==> src/rtl/dec_issue_stage_if.sv <==
// Execute-side bus of the decode/issue stage: registered instruction fields
// plus the valid/ready handshake toward execute.
interface dec_issue_stage_if #(
  parameter int XLEN   = 32,
  parameter int CTRL_W = 16
);
  logic              out_valid_q_o;
  logic              out_ready_i;
  logic [XLEN-1:0]   pc_q_o;
  logic [XLEN-1:0]   imm_q_o;
  logic              rd_v_q_o;
  logic [4:0]        rd_adr_q_o;
  logic [XLEN:0]     rs1_data_q_o;
  logic [XLEN:0]     rs2_data_q_o;
  logic [CTRL_W-1:0] ctrl_q_o;

  modport master (
    output out_valid_q_o, pc_q_o, imm_q_o, rd_v_q_o, rd_adr_q_o,
           rs1_data_q_o, rs2_data_q_o, ctrl_q_o,
    input  out_ready_i
  );

  modport slave (
    input  out_valid_q_o, pc_q_o, imm_q_o, rd_v_q_o, rd_adr_q_o,
           rs1_data_q_o, rs2_data_q_o, ctrl_q_o,
    output out_ready_i
  );
endinterface

==> src/rtl/dec_issue_stage.sv <==
// Decode/issue stage: operand forwarding, load scoreboard, qualified
// (XLEN+1 bit) operands and a registered valid/ready output toward execute.
module dec_issue_stage #(
  parameter int XLEN   = 32,
  parameter int NB_FF  = 2,
  parameter int CTRL_W = 16,
  parameter int CNT_W  = 16
) (
  input  logic                        clk,
  input  logic                        reset,
  input  logic                        in_valid_i,
  output logic                        in_ready_o,
  input  logic [XLEN-1:0]             pc_i,
  input  logic                        rs1_v_i,
  input  logic                        rs2_v_i,
  input  logic [4:0]                  rs1_adr_i,
  input  logic [4:0]                  rs2_adr_i,
  input  logic                        rd_v_i,
  input  logic [4:0]                  rd_adr_i,
  input  logic                        rd_late_i,
  input  logic [XLEN-1:0]             imm_i,
  input  logic                        rs1_is_imm_i,
  input  logic                        rs2_is_imm_i,
  input  logic                        auipc_i,
  input  logic                        rs2_neg_i,
  input  logic                        unsign_i,
  input  logic [CTRL_W-1:0]           ctrl_i,
  output logic [4:0]                  rf_rs1_adr_o,
  output logic [4:0]                  rf_rs2_adr_o,
  input  logic [XLEN-1:0]             rf_rs1_data_i,
  input  logic [XLEN-1:0]             rf_rs2_data_i,
  input  logic [NB_FF-1:0]            ff_v_i,
  input  logic [NB_FF-1:0][4:0]       ff_adr_i,
  input  logic [NB_FF-1:0][XLEN-1:0]  ff_data_i,
  input  logic                        wbk_v_i,
  input  logic [4:0]                  wbk_adr_i,
  input  logic [XLEN-1:0]             wbk_data_i,
  input  logic                        flush_v_i,
  dec_issue_stage_if.master           ex,
  output logic [CNT_W-1:0]            stall_cnt_q_o
);

  logic [31:0]       pend_q, pend_d;
  logic [CNT_W-1:0]  cnt_q, cnt_d;
  logic              vld_q, vld_d;
  logic              late_q;
  logic [XLEN-1:0]   pc_q, imm_q;
  logic              rd_v_q;
  logic [4:0]        rd_adr_q;
  logic [XLEN:0]     op1_q, op2_q;
  logic [CTRL_W-1:0] ctrl_q;

  logic [1:0][4:0]      src_adr;
  logic [1:0][XLEN-1:0] src_rf, src_val;
  logic [1:0]           src_used, src_haz;
  logic                 hazard, accept, sets_pend;
  logic [XLEN-1:0]      op1_raw, op2_raw;
  logic [XLEN:0]        op1, op2_ext, op2;

  assign rf_rs1_adr_o = rs1_adr_i;
  assign rf_rs2_adr_o = rs2_adr_i;

  // Per-source value: x0, then lowest-index forward port, then writeback, then RF
  always_comb begin
    src_adr  = {rs2_adr_i, rs1_adr_i};
    src_rf   = {rf_rs2_data_i, rf_rs1_data_i};
    src_used = {rs2_v_i & ~rs2_is_imm_i, rs1_v_i & ~rs1_is_imm_i};
    for (int s = 0; s < 2; s++) begin
      src_val[s] = src_rf[s];
      if (wbk_v_i && wbk_adr_i == src_adr[s]) src_val[s] = wbk_data_i;
      for (int k = NB_FF-1; k >= 0; k--)
        if (ff_v_i[k] && ff_adr_i[k] == src_adr[s]) src_val[s] = ff_data_i[k];
      if (src_adr[s] == 5'd0) src_val[s] = '0;
      src_haz[s] = src_used[s] && (src_adr[s] != 5'd0) && pend_q[src_adr[s]] &&
                   !(wbk_v_i && wbk_adr_i == src_adr[s]);
    end
  end

  always_comb begin
    op1_raw = rs1_is_imm_i ? imm_i : auipc_i ? pc_i : rs1_v_i ? src_val[0] : '0;
    op2_raw = rs2_is_imm_i ? imm_i : rs2_v_i ? src_val[1] : '0;
    op1     = {~unsign_i & op1_raw[XLEN-1], op1_raw};
    op2_ext = {~unsign_i & op2_raw[XLEN-1], op2_raw};
    op2     = rs2_neg_i ? (~op2_ext + {{XLEN{1'b0}}, 1'b1}) : op2_ext;
  end

  assign hazard     = |src_haz;
  assign in_ready_o = (~vld_q | ex.out_ready_i) & ~hazard & ~flush_v_i;
  assign accept     = in_valid_i & in_ready_o;
  assign sets_pend  = rd_v_i & rd_late_i & (rd_adr_i != 5'd0);

  always_comb begin
    pend_d = pend_q;
    if (wbk_v_i) pend_d[wbk_adr_i] = 1'b0;
    // A flushed load never reaches writeback, so release its register here
    if (flush_v_i && vld_q && late_q) pend_d[rd_adr_q] = 1'b0;
    if (accept && sets_pend) pend_d[rd_adr_i] = 1'b1;
    pend_d[0] = 1'b0;

    cnt_d = cnt_q;
    if (in_valid_i && hazard && !flush_v_i && cnt_q != {CNT_W{1'b1}})
      cnt_d = cnt_q + 1'b1;

    vld_d = vld_q;
    if (accept) vld_d = 1'b1;
    else if (flush_v_i || ex.out_ready_i) vld_d = 1'b0;
  end

  always_ff @(posedge clk) begin
    if (reset) begin
      pend_q   <= '0;
      cnt_q    <= '0;
      vld_q    <= 1'b0;
      late_q   <= 1'b0;
      pc_q     <= '0;
      imm_q    <= '0;
      rd_v_q   <= 1'b0;
      rd_adr_q <= '0;
      op1_q    <= '0;
      op2_q    <= '0;
      ctrl_q   <= '0;
    end else begin
      pend_q <= pend_d;
      cnt_q  <= cnt_d;
      vld_q  <= vld_d;
      if (accept) begin
        late_q   <= sets_pend;
        pc_q     <= pc_i;
        imm_q    <= imm_i;
        rd_v_q   <= rd_v_i;
        rd_adr_q <= rd_adr_i;
        op1_q    <= op1;
        op2_q    <= op2;
        ctrl_q   <= ctrl_i;
      end
    end
  end

  assign ex.out_valid_q_o = vld_q;
  assign ex.pc_q_o        = pc_q;
  assign ex.imm_q_o       = imm_q;
  assign ex.rd_v_q_o      = rd_v_q;
  assign ex.rd_adr_q_o    = rd_adr_q;
  assign ex.rs1_data_q_o  = op1_q;
  assign ex.rs2_data_q_o  = op2_q;
  assign ex.ctrl_q_o      = ctrl_q;
  assign stall_cnt_q_o    = cnt_q;

endmodule

==> src/flat_wrapper.sv <==
// flat-port wrapper written by rule: the top's interface ports become plain ports
module dec_issue_stage_flat 
#(
  parameter int XLEN   = 32,
  parameter int NB_FF  = 2,
  parameter int CTRL_W = 16,
  parameter int CNT_W  = 16
)
  (clk, reset, in_valid_i, in_ready_o, pc_i, rs1_v_i, rs2_v_i, rs1_adr_i, rs2_adr_i, rd_v_i, rd_adr_i, rd_late_i, imm_i, rs1_is_imm_i, rs2_is_imm_i, auipc_i, rs2_neg_i, unsign_i, ctrl_i, rf_rs1_adr_o, rf_rs2_adr_o, rf_rs1_data_i, rf_rs2_data_i, ff_v_i, ff_adr_i, ff_data_i, wbk_v_i, wbk_adr_i, wbk_data_i, flush_v_i, stall_cnt_q_o, ex_out_valid_q_o, ex_pc_q_o, ex_imm_q_o, ex_rd_v_q_o, ex_rd_adr_q_o, ex_rs1_data_q_o, ex_rs2_data_q_o, ex_ctrl_q_o, ex_out_ready_i);
  dec_issue_stage_if #(.XLEN(XLEN), .CTRL_W(CTRL_W)) ex_i ();
  input  logic clk;
  input  logic reset;
  input  logic in_valid_i;
  output logic in_ready_o;
  input  logic [XLEN-1:0] pc_i;
  input  logic rs1_v_i;
  input  logic rs2_v_i;
  input  logic [4:0] rs1_adr_i;
  input  logic [4:0] rs2_adr_i;
  input  logic rd_v_i;
  input  logic [4:0] rd_adr_i;
  input  logic rd_late_i;
  input  logic [XLEN-1:0] imm_i;
  input  logic rs1_is_imm_i;
  input  logic rs2_is_imm_i;
  input  logic auipc_i;
  input  logic rs2_neg_i;
  input  logic unsign_i;
  input  logic [CTRL_W-1:0] ctrl_i;
  output logic [4:0] rf_rs1_adr_o;
  output logic [4:0] rf_rs2_adr_o;
  input  logic [XLEN-1:0] rf_rs1_data_i;
  input  logic [XLEN-1:0] rf_rs2_data_i;
  input  logic [NB_FF-1:0] ff_v_i;
  input  logic [NB_FF-1:0][4:0] ff_adr_i;
  input  logic [NB_FF-1:0][XLEN-1:0] ff_data_i;
  input  logic wbk_v_i;
  input  logic [4:0] wbk_adr_i;
  input  logic [XLEN-1:0] wbk_data_i;
  input  logic flush_v_i;
  output logic [CNT_W-1:0] stall_cnt_q_o;
  output wire logic [$bits(ex_i.out_valid_q_o)-1:0] ex_out_valid_q_o;
  output wire logic [$bits(ex_i.pc_q_o)-1:0] ex_pc_q_o;
  output wire logic [$bits(ex_i.imm_q_o)-1:0] ex_imm_q_o;
  output wire logic [$bits(ex_i.rd_v_q_o)-1:0] ex_rd_v_q_o;
  output wire logic [$bits(ex_i.rd_adr_q_o)-1:0] ex_rd_adr_q_o;
  output wire logic [$bits(ex_i.rs1_data_q_o)-1:0] ex_rs1_data_q_o;
  output wire logic [$bits(ex_i.rs2_data_q_o)-1:0] ex_rs2_data_q_o;
  output wire logic [$bits(ex_i.ctrl_q_o)-1:0] ex_ctrl_q_o;
  input wire logic [$bits(ex_i.out_ready_i)-1:0] ex_out_ready_i;
  assign ex_out_valid_q_o = ex_i.out_valid_q_o;
  assign ex_pc_q_o = ex_i.pc_q_o;
  assign ex_imm_q_o = ex_i.imm_q_o;
  assign ex_rd_v_q_o = ex_i.rd_v_q_o;
  assign ex_rd_adr_q_o = ex_i.rd_adr_q_o;
  assign ex_rs1_data_q_o = ex_i.rs1_data_q_o;
  assign ex_rs2_data_q_o = ex_i.rs2_data_q_o;
  assign ex_ctrl_q_o = ex_i.ctrl_q_o;
  assign ex_i.out_ready_i = ex_out_ready_i;
  dec_issue_stage #(.XLEN(XLEN), .NB_FF(NB_FF), .CTRL_W(CTRL_W), .CNT_W(CNT_W)) u_core (.clk(clk), .reset(reset), .in_valid_i(in_valid_i), .in_ready_o(in_ready_o), .pc_i(pc_i), .rs1_v_i(rs1_v_i), .rs2_v_i(rs2_v_i), .rs1_adr_i(rs1_adr_i), .rs2_adr_i(rs2_adr_i), .rd_v_i(rd_v_i), .rd_adr_i(rd_adr_i), .rd_late_i(rd_late_i), .imm_i(imm_i), .rs1_is_imm_i(rs1_is_imm_i), .rs2_is_imm_i(rs2_is_imm_i), .auipc_i(auipc_i), .rs2_neg_i(rs2_neg_i), .unsign_i(unsign_i), .ctrl_i(ctrl_i), .rf_rs1_adr_o(rf_rs1_adr_o), .rf_rs2_adr_o(rf_rs2_adr_o), .rf_rs1_data_i(rf_rs1_data_i), .rf_rs2_data_i(rf_rs2_data_i), .ff_v_i(ff_v_i), .ff_adr_i(ff_adr_i), .ff_data_i(ff_data_i), .wbk_v_i(wbk_v_i), .wbk_adr_i(wbk_adr_i), .wbk_data_i(wbk_data_i), .flush_v_i(flush_v_i), .ex(ex_i), .stall_cnt_q_o(stall_cnt_q_o));
endmodule
==> config.mk <==
export PLATFORM = sky130hd
export DESIGN_NAME = dec_issue_stage_flat
export DESIGN_NICKNAME = d
export VERILOG_FILES = /design/src/rtl/dec_issue_stage_if.sv /design/src/rtl/dec_issue_stage.sv /design/src/flat_wrapper.sv
export SDC_FILE = /design/constraint.sdc
export NUM_CORES = 1
export LEC_CHECK = 0
export BUFFER_PORTS_ARGS = -buffer_cell sky130_fd_sc_hd__clkbuf_2
export CAP_MARGIN = 15
export CORE_AREA = 5 5 178 180
export CTS_CLUSTER_DIAMETER = 40
export DETAILED_ROUTE_END_ITERATION = 16
export DIE_AREA = 0 0 183 185
export GPL_TIMING_DRIVEN = 0
export PLACE_DENSITY = 0.68
export SYNTH_ARGS = -nofsm -noshare
export SYNTH_HDL_FRONTEND = slang
export SYNTH_SLANG_ARGS = --single-unit
==> constraint.sdc <==
create_clock -name clk -period 5.77 [get_ports clk]
set_input_delay 1.154 -clock clk [delete_from_list [all_inputs] [get_ports clk]]
set_output_delay 1.154 -clock clk [all_outputs]
set_load 0.005 [all_outputs]
### Word level (Yosys, flattened, before mapping)

Cells that the tools add are included.

* logic and storage cells: 112
* output and inout bits: 180
* input port bits: 287
* register bits after elaboration: 202

* eq/ne operators: 7
* add/subtract/negate cells: 2
* order comparisons: 8
* mux-type cells: 29
* bitwise gates (word level): 22
* reduce and logical (&&, ||, !) cells: 32

Operators with widths (number)
* 32-bit 2-to-1 mux: 16
* 32-bit AND: 2
* 32-bit NOT: 2
* 33-bit by 1-bit adder with 33-bit output (second input constant): 1
* 33-bit 2-to-1 mux: 1
* 33-bit NOT: 1
* 32-bit OR: 1
* 5-bit == test: 6
* 5-bit by 6-bit < comparator with 1-bit output (second input constant): 5
* 1-bit logical AND: 21
* 16-bit by 1-bit adder with 16-bit output (second input constant): 1
* 16-bit inequality test (second input constant): 1
* 1-bit demux with 5-bit select: 3
* 5-bit by 1-bit >= comparator with 1-bit output (second input constant): 3
* 5-bit nonzero test: 3
* 1-bit binary-select mux with 5-bit select: 2
* 5-bit zero test: 2
* 1-bit AND: 9
* 1-bit 2-to-1 mux: 7
* 1-bit NOT: 6
* 1-bit zero test: 3
* 2-bit nonzero test: 1
* 2-bit OR reduction: 1
* 1-bit logical OR: 1
* 1-bit OR: 1

### Logic depth before layout (Yosys ltp)

* word-level depth: 12
* mapped depth: 19
* depth with buffers taken out: 15

### Worst setup path after synthesis

No wires, ideal clock.

* kind: input -> register
* from: input port rs2_adr_i[2]
* to: register u_core.op2_q[32], in the netlist u_core.ex.rs2_data_q_o[32]
* library setup time: 119 ps
* slack: 1445 ps
* required time: 5651 ps
* path buffers: 4
* arrival time: 4206 ps
* cell stages on the path: 19
* path through: buf_2 > xnor2_1 > nand2_1 > or2_1 > clkbuf_1 > buf_4 > buf_2 > a31oi_1 > mux2i_1 > nor2_1 > a21oi_1 > ha_1 > nand2_1 > a211oi_1 > nand3_1 > nor3_4 > nand3_1 > o311a_1 > o221a_1

* cells in the longest elaborated chain, start to end: 12
* elaborated cells on any way between the ends: 29
* classes of those cells: add/sub (1); eq/ne (3); mux (9); bitwise (6); reduce/logical (10)

RTL lines
* start, declared: RTL line flat_wrapper.sv:19 `input logic [4:0] rs2_adr_i;`
* 5-bit == test: RTL line dec_issue_stage.sv:70, dec_issue_stage.sv:75
* 1-bit logical AND: RTL line dec_issue_stage.sv:70, dec_issue_stage.sv:75
* 32-bit 2-to-1 mux: RTL line dec_issue_stage.sv:70 `if (wbk_v_i && wbk_adr_i == src_adr[s]) src_val[s] = wbk_data_i;`
* 32-bit 2-to-1 mux (2 in series): RTL line dec_issue_stage.sv:72 `if (ff_v_i[k] && ff_adr_i[k] == src_adr[s]) src_val[s] = ff_data_i[k];`
* 32-bit 2-to-1 mux: RTL line dec_issue_stage.sv:73 `if (src_adr[s] == 5'd0) src_val[s] = '0;`
* 32-bit 2-to-1 mux (2 in series): RTL line dec_issue_stage.sv:81 `op2_raw = rs2_is_imm_i ? imm_i : rs2_v_i ? src_val[1] : '0;`
* 1-bit AND: RTL line dec_issue_stage.sv:83 `op2_ext = {~unsign_i & op2_raw[XLEN-1], op2_raw};`
* 33-bit NOT: RTL line dec_issue_stage.sv:84 `op2 = rs2_neg_i ? (~op2_ext + {{XLEN{1'b0}}, 1'b1}) : op2_ext;`
* 33-bit by 1-bit adder with 33-bit output: RTL line dec_issue_stage.sv:84
* 33-bit 2-to-1 mux: RTL line dec_issue_stage.sv:84
* end signal, assigned: RTL line dec_issue_stage.sv:133 `op2_q <= op2;`
* end, declared: RTL line dec_issue_stage.sv:50 `logic [XLEN:0] op1_q, op2_q;`

Parallel ways exist; a longest one is shown, timed or not. The select of a mux whose other input is x is not followed.
A chain may end at the register's enable or synchronous reset.

### Worst setup path in the final report

* from: input port rs1_adr_i[1]
* to: register u_core.pend_q[13]

* cells in the longest elaborated chain, start to end: 11
* elaborated cells on any way between the ends: 16
* classes of those cells: eq/ne (1); mux (3); bitwise (4); reduce/logical (8)

RTL lines
* start, declared: RTL line flat_wrapper.sv:18 `input logic [4:0] rs1_adr_i;`
* 1-bit binary-select mux with 5-bit select (tied with other cells): RTL line dec_issue_stage.sv:74 `src_haz[s] = src_used[s] && (src_adr[s] != 5'd0) && pend_q[src_adr[s]] &&`
* 1-bit 2-to-1 mux (implied by the code) (tied with other cells): RTL line dec_issue_stage.sv:74
* 1-bit logical AND / 1-bit zero test (equally long branches): RTL line dec_issue_stage.sv:74, dec_issue_stage.sv:75
* 1-bit logical AND *: RTL line dec_issue_stage.sv:74
* 2-bit OR reduction *: RTL line dec_issue_stage.sv:87 `assign hazard = |src_haz;`
* 1-bit NOT *: RTL line dec_issue_stage.sv:88 `assign in_ready_o = (~vld_q | ex.out_ready_i) & ~hazard & ~flush_v_i;`
* 1-bit AND * (2 in series): RTL line dec_issue_stage.sv:88
* 1-bit AND *: RTL line dec_issue_stage.sv:89 `assign accept = in_valid_i & in_ready_o;`
* 1-bit logical AND *: RTL line dec_issue_stage.sv:97 `if (accept && sets_pend) pend_d[rd_adr_i] = 1'b1;`
* 32-bit 2-to-1 mux *: RTL line dec_issue_stage.sv:97
* end signal, assigned: RTL line dec_issue_stage.sv:123 `pend_q <= pend_d;`
* end, declared: RTL line dec_issue_stage.sv:43 `logic [31:0] pend_q, pend_d;`

Mark *: on every way between the ends. The rest lies on a longest branch, timed or not. The select of a mux whose other input is x is not followed.

==> metrics.md <==
| Metric | Value |
|---|---|
| Worst Hold Class | reg2reg |
| Yosys top cell by area | dfxtp_1 |
| Row count | 64 |
| Initial antenna violation count | 9 |
| CTS max path bufs | 3 |
| RSZ-0062 raised after global routing | false |
| M2 GR Usage | 59.4% |
| GR met3 Demand/Resource | 9.98% |
| Flop and latch count out of synthesis | 201 |
| Worst VDD drop | 189 µV |
| Leak pwr | 0.00672 µW |
| Setup Skew | 22.6 ps |
| Final Hold Viols | 0 |
| # nets final | 2445 |
| Final min period | 5300 ps |
| Top cell type's share of synthesized area | 32.4% |
| Crit path DAT | 5760 ps |
| IO buf count | 455 |
| Gr busiest metal | met2 |
| Final Slew Violations | 0 |
| Synth cell types | 80 |
| Area Overhead vs Synth | 32.4% |
| Pin count of the biggest net entering global routing | 12 |
| Vias in the first global route | 15100 |
| Most numerous cell in the Yosys netlist | nand2_1 |
| Mapped cell area | 0.0124 mm² |
| Yosys Warn Count | 0 |
| Post-CTS setup buffer count | 0 |
| Area after DPL | 0.0152 mm² |
| TritonCTS clock tree | built |
| WS Path Type | in2reg |
| Drt first pass iters | 6 |
| Final antenna-violating net count | 0 |
| Gr usage total | 36.1% |
| Met1 Use GR | between 40% and 50% |
| Sequential share of the synthesized area | between 30% and 40% |
| Top cells by count, synth | 325 x nand2_1, 237 x a21oi_1, 201 x dfxtp_1 |
| Share of cells above drive strength 1 | 26.8% |
| Number of flops mapped to enable cells by yosys | 0 |
| Full die area | 0.0339 mm² |
| Most frequently used flop master after synthesis | dfxtp_1 |
| Pwr/cell area | 270 mW/mm² |
| First-pass GRT wire length | 93300 µm |
| Worst slew margin | a little over a quarter |
| Drt drc | 0 |
| Hpwl dp | ~52000 µm |
| CTS buffer count | 34 |
| # hold bufs at CTS | 0 |
| H-tree levels | 2 |
| Clock sink count | around 200 |
| Skew-Pair Late Insertion Delay | 530 ps |
| # setup viols final | 0 |
| CP Launch Type | input pin |
| Wirelength, routed | 65100 µm |
| Clock slew at the register clock pins of the worst setup and hold paths | ~50 ps |
| Status | finished clean |
| Worst setup EP type | flip-flop |
| # IOs | 467 |
| Synth top area cells | dfxtp_1 32%, nand2_1 9.8%, a21oi_1 9.6% |
| Crit share post-route | 91.9% |
| Synth async-reset ratio | 0% |
| Root Driver | clkbuf_16 |
| Final standard cell area without fillers | approximately 0.016 mm² |
| Detailed-route via count | 15800 |
| Die Height | 185 µm |
| Avg Cell Area, Syn | between 7 and 8 µm² |
| CP max FO | 10 |
| Mapped Cells | between 1500 and 2000 |
| F_max | around 0.19 GHz |
| Gp weighted congestion | 1.05 |
| Net Count, Synth | 1953 |
| Die W | 183 µm |
| GRT overflow | 0 |
| Core Area | 0.0300 mm² |
| Setup TNS | 0 ps |
| Gates resized, CTS repair | 0 |
| WL/cell | 25.2 µm |
| Critical Path RT | 6230 ps |
| Final Util | 54.7% |
| Starting Density | 41.4% |
| Initial DRC count | about 1800 |
| DR vias/cell | 6.13 |
| Number of max-cap violations | 0 |
| Layout fillers | 3007 |
| Tightest Pin Transition | about 1100 ps |
[metrics by stage]
stage	setup slack (ps)	hold slack (ps)	power [µW]	cells
6_report	467	451	4430	2583
5_1_grt	379	461	4570	2580
4_1_cts	659	455	4430	2575
3_5_place_dp	125	447	2270	2516
3_3_place_gp	99.0	440	2270	2515
2_1_floorplan	1450	448	1880	1664
[routing by layer]
layer  routed length, µm  share of wire (%)
met1               23900                 37
met2               29800                 46
met3                7220                 11
met4                4140                6.4
met5                  32              0.049
[cells in the final DEF, fill, tap and decap left out, types with 8 or more instances in the layout]
cell type and n:
clkbuf_2 456, nand2_1 325, a21oi_1 237, dfxtp_1 201, clkbuf_1 112, nor2_1 112, o21ai_0 70, o211ai_1 69
mux2i_1 54, nand3_1 50, a211oi_1 44, nor3_1 36, clkbuf_16 34, xnor2_1 31, xor2_1 22, a31oi_1 19
a311oi_1 17, mux4_2 15, a221oi_1 15, buf_4 14, buf_2 14, and3_1 14, or3_1 13, buf_1 12
nand4_1 12, nor4_1 11, o31ai_1 11, inv_1 10, diode_2 8
[critical path, stage by stage]
cell      delay (ps)
clkbuf_2         190
buf_1            630
mux4_2           420
mux4_2           490
mux2_2           280
a32oi_1          480
nand4b_1         480
clkbuf_1         440
nor3_1           890
a21oi_1          180
nor2_1           120
[report_power, final]
part / internal [µW] / switching, µW / leakage [µW]
registers: 1450 / 36.0 / 0.00164
clock network: 1390 / 772 / 0.000588
logic: 280 / 505 / 0.00449
total: 3120 / 1310 / 0.00672
[flip-flops by register name (all words and copies together) (netlist names), 5 cells and up]
register and flops:
u_core.pend_q 31, u_core.ex.ctrl_q_o 16, u_core.ex.rs2_data_q_o 33, u_core.ex.rs1_data_q_o 33, u_core.ex.imm_q_o 32, u_core.stall_cnt_q_o 16, u_core.ex.pc_q_o 32, u_core.ex.rd_adr_q_o 5
[cell type report]
| type | instances | area, µm² | share of cell area [%] |
|---|---|---|---|
| clock inverter | 22 | 337 | 2.05 |
| multi-input combinational | 1296 | 7670 | 46.7 |
| antenna | 8 | 20.0 | 0.122 |
| clock buffer | 37 | 882 | 5.37 |
| sequential | 201 | 4020 | 24.5 |
| buffer | 155 | 679 | 4.13 |
| tap | 396 | 495 | 3.01 |
| timing repair buffer | 456 | 2280 | 13.9 |
| inverter | 12 | 45.0 | 0.274 |
[logic make-up (layout without fill, tap and decap cells)]
group                    after synthesis  after routing  share of synthesized area [%]
AO/OA/AOI/OAI                        536            536                           27.0
XOR/XNOR                              53             53                           3.74
adder cells (fa/ha/maj)                2              2                          0.201
buffers and inverters                167            682                           5.83
flip-flops                           201            201                           32.4
multiplexers                          73             73                           7.68
other                                  0              8                              0
AND/OR/NAND/NOR                      632            632                           23.2
[worst paths after layout]
path | depth (start not counted) | slack, ps | end | startpoint
hold reg to reg | 2 | 450 | u_core.ex.ctrl_q_o[5] | u_core.ex.ctrl_q_o[5]
setup reg to reg | 9 | 1520 | u_core.pend_q[13] | u_core.pend_q[31]
setup / recovery | 11 | 470 | u_core.pend_q[13] | rs1_adr_i[1]
hold / removal | 2 | 450 | u_core.ex.ctrl_q_o[5] | u_core.ex.ctrl_q_o[5]
(Power assumes the default switching activity.)
